## src/rtl/pwm_3l_carrier_mod.sv

```systemverilog
// Carrier-based three-level PWM modulator.
//
// A symmetric triangular carrier is compared against a signed, shadow-latched
// reference. The result is a level command (0 = zero, 1 = P, 2 = N) for the
// ANPC commutation FSM. Two constraints apply to that command:
//   - each level must dwell for a minimum time;
//   - a P<->N change always passes through zero.
// Carrier peak and valley events are emitted as one-clk sync pulses.
//
// Optional build macro PWM3L_DOUBLE_UPDATE_EN: when defined, the reference
// shadow is also reloaded at the carrier peak. The period shadow is always
// reloaded at the valley only.
//
// Ports:
//   clk         system clock
//   rst         asynchronous active-high reset
//   ce          clock enable; the carrier and the dwell timer advance only when ce=1
//   en          modulator enable; en=0 forces the zero level and restarts the carrier
//   period      carrier half-period in ticks; shadow-loaded at the valley
//   ref_val     signed modulation reference; shadow-loaded at the valley
//               (named ref_val because "ref" is a reserved word)
//   t_min       minimum dwell per output level, in ce ticks
//   v_lev       level command: 0 = zero, 1 = P, 2 = N; the value 3 is never driven
//   sync_peak   one-clk pulse at the carrier peak
//   sync_valley one-clk pulse at the carrier valley
module pwm_3l_carrier_mod #(
  parameter int CNT_W = 10,
  parameter int REF_W = 11
) (
  input  logic             clk,
  input  logic             rst,
  input  logic             ce,
  input  logic             en,
  input  logic [CNT_W-1:0] period,
  input  logic [REF_W-1:0] ref_val,
  input  logic [CNT_W-1:0] t_min,
  output logic [1:0]       v_lev,
  output logic             sync_peak,
  output logic             sync_valley
);

  // Common width for the magnitude/count comparison. REF_W+1 bits keep
  // |most negative reference| from overflowing.
  localparam int MW = (REF_W + 1 > CNT_W + 1) ? REF_W + 1 : CNT_W + 1;

  localparam logic [1:0] LevZero = 2'd0;
  localparam logic [1:0] LevP    = 2'd1;
  localparam logic [1:0] LevN    = 2'd2;

`ifdef PWM3L_DOUBLE_UPDATE_EN
  localparam bit DoubleUpdate = 1'b1;
`else
  localparam bit DoubleUpdate = 1'b0;
`endif

  typedef enum logic {
    StUp,
    StDown
  } dir_e;

  dir_e             dir_q, dir_d;
  logic [CNT_W-1:0] count_q, count_d;
  logic [CNT_W-1:0] period_sh_q, period_sh_d;
  logic [REF_W-1:0] ref_sh_q, ref_sh_d;
  logic [CNT_W-1:0] hold_q, hold_d;
  logic [1:0]       lev_q, lev_d;
  logic             peak_q, peak_d;
  logic             valley_q, valley_d;

  logic [CNT_W:0] cnt_inc;
  logic [MW-1:0]  cnt_ext;
  logic [MW-1:0]  psh_ext;
  logic [MW-1:0]  ref_ext;
  logic [MW-1:0]  mag;
  logic [MW-1:0]  mag_sat;
  logic           ref_neg;
  logic [1:0]     target;

  // Raw level target from the current carrier count and reference shadow.
  always_comb begin
    ref_neg = ref_sh_q[REF_W-1];
    cnt_ext = {{(MW - CNT_W){1'b0}}, count_q};
    psh_ext = {{(MW - CNT_W){1'b0}}, period_sh_q};
    ref_ext = {{(MW - REF_W){ref_sh_q[REF_W-1]}}, ref_sh_q};
    mag     = ref_neg ? (~ref_ext + MW'(1)) : ref_ext;
    mag_sat = (mag > psh_ext) ? psh_ext : mag;
    target  = LevZero;
    // A zero reference gives mag=0, which never exceeds the count.
    if (mag_sat > cnt_ext) begin
      target = ref_neg ? LevN : LevP;
    end
  end

  assign cnt_inc = {1'b0, count_q} + (CNT_W + 1)'(1);

  always_comb begin
    dir_d       = dir_q;
    count_d     = count_q;
    period_sh_d = period_sh_q;
    ref_sh_d    = ref_sh_q;
    hold_d      = hold_q;
    lev_d       = lev_q;
    peak_d      = 1'b0;
    valley_d    = 1'b0;

    if (!en) begin
      // Held in zero with the carrier parked at 0 and the shadows tracking
      // the inputs, so re-enabling starts a clean cycle.
      lev_d       = LevZero;
      hold_d      = '0;
      count_d     = '0;
      dir_d       = StUp;
      period_sh_d = period;
      ref_sh_d    = ref_val;
    end else if (ce) begin
      // Dwell filter: a pending target is only looked at once the hold expires.
      if (hold_q != '0) begin
        hold_d = hold_q - CNT_W'(1);
      end else if (target != lev_q) begin
        hold_d = t_min;
        // Two different nonzero levels mean P<->N: step through zero first.
        if (lev_q != LevZero && target != LevZero) begin
          lev_d = LevZero;
        end else begin
          lev_d = target;
        end
      end

      // Carrier. The state is evaluated after the comparison above, which gives
      // v_lev its one-clk lag.
      unique case (dir_q)
        StUp: begin
          if (cnt_inc >= {1'b0, period_sh_q}) begin
            count_d = period_sh_q;
            dir_d   = StDown;
            peak_d  = 1'b1;
            if (DoubleUpdate) begin
              ref_sh_d = ref_val;
            end
          end else begin
            count_d = cnt_inc[CNT_W-1:0];
          end
        end
        StDown: begin
          if (count_q <= CNT_W'(1)) begin
            count_d     = '0;
            dir_d       = StUp;
            valley_d    = 1'b1;
            period_sh_d = period;
            ref_sh_d    = ref_val;
          end else begin
            count_d = count_q - CNT_W'(1);
          end
        end
        default: begin
          dir_d = StUp;
        end
      endcase
    end
  end

  always_ff @(posedge clk or posedge rst) begin
    if (rst) begin
      dir_q       <= StUp;
      count_q     <= '0;
      period_sh_q <= '0;
      ref_sh_q    <= '0;
      hold_q      <= '0;
      lev_q       <= LevZero;
      peak_q      <= 1'b0;
      valley_q    <= 1'b0;
    end else begin
      dir_q       <= dir_d;
      count_q     <= count_d;
      period_sh_q <= period_sh_d;
      ref_sh_q    <= ref_sh_d;
      hold_q      <= hold_d;
      lev_q       <= lev_d;
      peak_q      <= peak_d;
      valley_q    <= valley_d;
    end
  end

  assign v_lev       = lev_q;
  assign sync_peak   = peak_q;
  assign sync_valley = valley_q;

endmodule

```

## config.mk

```make
export PLATFORM = sky130hd
export DESIGN_NAME = pwm_3l_carrier_mod
export DESIGN_NICKNAME = d
export VERILOG_FILES = /design/src/rtl/pwm_3l_carrier_mod.sv
export SDC_FILE = /design/constraint.sdc
export NUM_CORES = 1
export LEC_CHECK = 0
export ABC_AREA = 0
export CORE_UTILIZATION = 30
export DETAILED_ROUTE_END_ITERATION = 16
export HOLD_SLACK_MARGIN = 0.03
export PLACE_DENSITY = 0.5
export SETUP_SLACK_MARGIN = 0.4
export SLEW_MARGIN = 20
export SYNTH_ARGS = -nofsm -noshare
export SYNTH_HDL_FRONTEND = slang
export SYNTH_SLANG_ARGS = --single-unit
export TNS_END_PERCENT = 30
```

## constraint.sdc

```tcl
create_clock -name clk -period 4.85 [get_ports clk]
set_input_delay 0.97 -clock clk [delete_from_list [all_inputs] [get_ports clk]]
set_output_delay 0.97 -clock clk [all_outputs]
set_load 0.03 [all_outputs]
```

==> impl_metrics.env <==
export IMPL_vias=3360
export IMPL_p_sw_frac=0.4208
export IMPL_clockBufferDepth=2
export IMPL_ys_seq_elements=46
export IMPL_synth_async_sr_flop_share=1.000
export IMPL_syn_inst=434
export IMPL_clkPwrFrac=0.165
export IMPL_reg2reg_slack_ns=0.14
export IMPL_setup_viol_count_final=0
export IMPL_synth_area_leaders="dfrtp_1 (31%), ha_1 (12%), o21ai_0 (6.6%), xnor2_1 (3.8%), nand2_1 (3.8%)"
export IMPL_synth_cell_types=56
export IMPL_status="completed"
export IMPL_yosys_area_top_type_share=0.3111
export IMPL_hold_path_class="reg2reg"
export IMPL_fmax_mhz=212.2
export IMPL_crit_type="reg2reg"
export IMPL_cts_sink_count=46
export IMPL_synth_fp_nets=504
export IMPL_clock_skew_ns=0.008166
export IMPL_grt_pass1_vias=3304
export IMPL_vias_per_cell=5.393
export IMPL_tightest_slew_ns=0.9334
export IMPL_synthSimpleGateAreaFrac=0.2087
export IMPL_required_ns=5.08
export IMPL_worstHoldStart="hold_q[5]$_DFFE_PP0P_"
export IMPL_syn_to_final_growth_pct=26.21
export IMPL_cp_max_fo=6
export IMPL_worstRegToRegCells=19
export IMPL_internal_power_mw=1.224
export IMPL_nets=545
export IMPL_seq_power_share=0.261
export IMPL_fp_row_count=40
export IMPL_period_minus_slack_ns=4.713
export IMPL_cts_buffers=5
export IMPL_startpoint="ref_sh_q[0]$_DFFE_PP0P_"
export IMPL_synth_mux_area_frac=0.07305
export IMPL_synth_compound_area_frac=0.1948
export IMPL_layout_setup_ws_ns=0.1368
export IMPL_grtUsageTotal=0.1668
export IMPL_overflow=0
export IMPL_cp_arrival_ns=4.94
export IMPL_fin_util=0.3888
export IMPL_irDropWorstVdd_mv=0.1491
export IMPL_busiest_layer="met2"
export IMPL_worst_path_max_delay_cell="or4b_4"
export IMPL_route_detailed_drc=0
export IMPL_p_per_area_mw_per_mm2=452.6
export IMPL_wl_mm=9.972
export IMPL_yosysWarnings=0
export IMPL_htree_levels=2
export IMPL_p_leak_nw=1.948
export IMPL_use_met3=0.02571
export IMPL_initial_utilization=0.3080
export IMPL_maxCapViolations=0
export IMPL_ant_nets=0
export IMPL_root_buffer="clkbuf_16"
export IMPL_timing_hold_ws_ns=0.5508
export IMPL_num_antenna_cells=0
export IMPL_synth_common_cells="o21ai_0 (49), dfrtp_1 (46), nand2_1 (37), ha_1 (35), inv_1 (31)"
export IMPL_power_frac_comb=0.575
export IMPL_finalHoldViolations=0
export IMPL_switchingPower_uw=889.2
export IMPL_startpoint_type="register"
export IMPL_yosysMostFrequentCell="o21ai_0"
export IMPL_antenna_found_initial=0
export IMPL_cp_slowest_stage_delay_ns=0.54
export IMPL_wl_per_cell_microns=16.01
export IMPL_grt_util_met1=0.2213
export IMPL_path_clk_slew_ns=0.07
export IMPL_syn_avg_cell_area_sq_um=8.525
export IMPL_io_pins=39
export IMPL_drive_gt1_frac=0.1471
export IMPL_grt_use_met2=0.2732
export IMPL_cp_end_kind="register"
export IMPL_drv_slew=0
export IMPL_cts_hold_fix_buffers=0
export IMPL_synth_adder_area_share=0.1184
export IMPL_clk_latency_ns=0.30
export IMPL_synth_edff_count=0
export IMPL_cts_tree="built"
export IMPL_timing_rr_start="ref_sh_q[0]$_DFFE_PP0P_"
export IMPL_fin_crit_sh=0.9718
export IMPL_hold_path_end="hold_q[5]$_DFFE_PP0P_"
export IMPL_io_buffers=38
export IMPL_synthXorXnorAreaFrac=0.04024
export IMPL_min_path_cells=2
export IMPL_r2r_end="hold_q[2]$_DFFE_PP0P_"
export IMPL_die_w_microns=113.1
export IMPL_synth_main_ff_cell="dfrtp_1"
export IMPL_dp_hpwl_mm=7.616
export IMPL_synth_top_family_by_area="simple AND/OR/NAND/NOR gates"
export IMPL_place_congestion=0.7868
export IMPL_synth_area_sq_mm=0.003700
export IMPL_drt_first_pass_iters=4
export IMPL_yosys_area_top_type="dfrtp_1"
export IMPL_die_h_microns=113.1
export IMPL_crit_top_cell="nand4_1"
export IMPL_relSlewSlack=0.3744
export IMPL_grt_pass1_wl_mm=16.86
export IMPL_place_ws_ns=0.06672
export IMPL_grt_start_max_net_pins=47
export IMPL_rsz0062_at_grt="true"
export IMPL_fp_dieArea_sq_mm=0.01278
export IMPL_finalPower_mw=2.113
export IMPL_core_area_sq_mm=0.01201
export IMPL_dr_first_iter_drc_count=215
export IMPL_seq_area_frac_synth=0.3111
export IMPL_crit_chain="inv_2 -> nand2_2 -> or4b_4 -> o41ai_4 -> xnor2_1 -> ha_1 -> nand4_1 -> o32ai_4 -> o22ai_4 -> buf_12 -> mux2_4 -> ha_4 -> nand4_1 -> or3_4 -> o211ai_4 -> o21ai_2 -> and4_4 -> or4_4 -> a21boi_1"
-- per-layer routing --
layer	vias up	wire [microns]
met5	-	0
met4	0	219
met3	14	341
met2	72	4737
met1	1620	4672
li1	1654	-
-- registers in the layout, summed over array words and instances, names as in the netlist --
name / flops
sync_valley: 1
count_q: 10
ref_sh_q: 11
sync_peak: 1
dir_q: 1
v_lev: 2
hold_q: 10
period_sh_q: 10
-- worst max path at each step --
| stage | depth (start not counted) | end | slack, ns |
|---|---|---|---|
| 6_report | 19 | hold_q[2]$_DFFE_PP0P_ | 0.14 |
| 5_1_grt | 21 | hold_q[8]$_DFFE_PP0P_ | -0.0006 |
| 4_1_cts | 19 | hold_q[2]$_DFFE_PP0P_ | 0.18 |
| 3_5_place_dp | 19 | hold_q[2]$_DFFE_PP0P_ | 0.07 |
| 3_3_place_gp | 19 | hold_q[2]$_DFFE_PP0P_ | 0.23 |
| 2_1_floorplan | 19 | hold_q[2]$_DFFE_PP0P_ | 0.31 |
-- area by class of cell --
cell class | count | area, sq um
flip-flops and latches | 46 | 1151
clock inverters | 2 | 13.76
clock buffers | 6 | 128.9
well taps | 147 | 183.9
fillers | 1241 | 7342
inverters | 31 | 117.6
repair buffers | 51 | 508.0
multi-input cells | 340 | 2566
-- stage by stage --
step                instance area, sq um  std cells    TNS [ns]
floorplan                           3855        434           0
global placement                    4385        607           0
detailed placement                  4385        607           0
CTS                                 4568        618           0
global route                        4669        623  -0.0005551
finish                              4669        623           0
-- placed cells by master, fill, tap and decap left out, types with 8 or more instances in the layout --
cell type        instances
nor3_1                  16
dfrtp_1                 46
nand3_1                 17
mux2_4                  16
clkdlybuf4s50_1         38
nor2_1                  26
o21ai_0                 45
ha_1                    29
xnor2_1                 16
a21oi_1                 25
buf_4                   11
nand2_1                 36
inv_1                   28
nand2b_1                 8
-- cells by family (layout without fill, tap and decap cells) --
logic type,count (synthesis),in the layout
AOI/OAI and AO/OA,117,117
xor gates and xnor gates,17,17
adders and majority gates,35,35
buffers and inverters,48,90
DFF,46,46
muxes,22,22
and+or+nand+nor,149,149
-- worst max-delay path: cells and delay by family, from the launching register on --
| family | cells | cell delay (ns) |
|---|---|---|
| compound gates | 6 | 1.03 |
| xor+xnor | 1 | 0.14 |
| fa+ha+maj | 2 | 0.60 |
| buf+inv | 2 | 0.24 |
| flops | 1 | 0.39 |
| mux | 1 | 0.31 |
| simple gates | 7 | 1.93 |
-- power by group through the flow --
stage | registers [mW] | logic (mW) | clock network [mW]
2_1_floorplan | 0.523 | 0.853 | 0
3_3_place_gp | 0.556 | 1.11 | 0
3_5_place_dp | 0.554 | 1.13 | 0
4_1_cts | 0.548 | 1.16 | 0.359
5_1_grt | 0.567 | 1.37 | 0.373
6_report | 0.551 | 1.21 | 0.348
-- repair_timing --
action / 4_1_cts / 5_1_grt
pin swaps: 11 / 7
setup buffers: 3 / 4
gates resized for setup: 5 / 7
setup endpoints to repair: 9 / 12
cloned: 0 / 1
No activity file was read; power rests on OpenSTA's default activity.
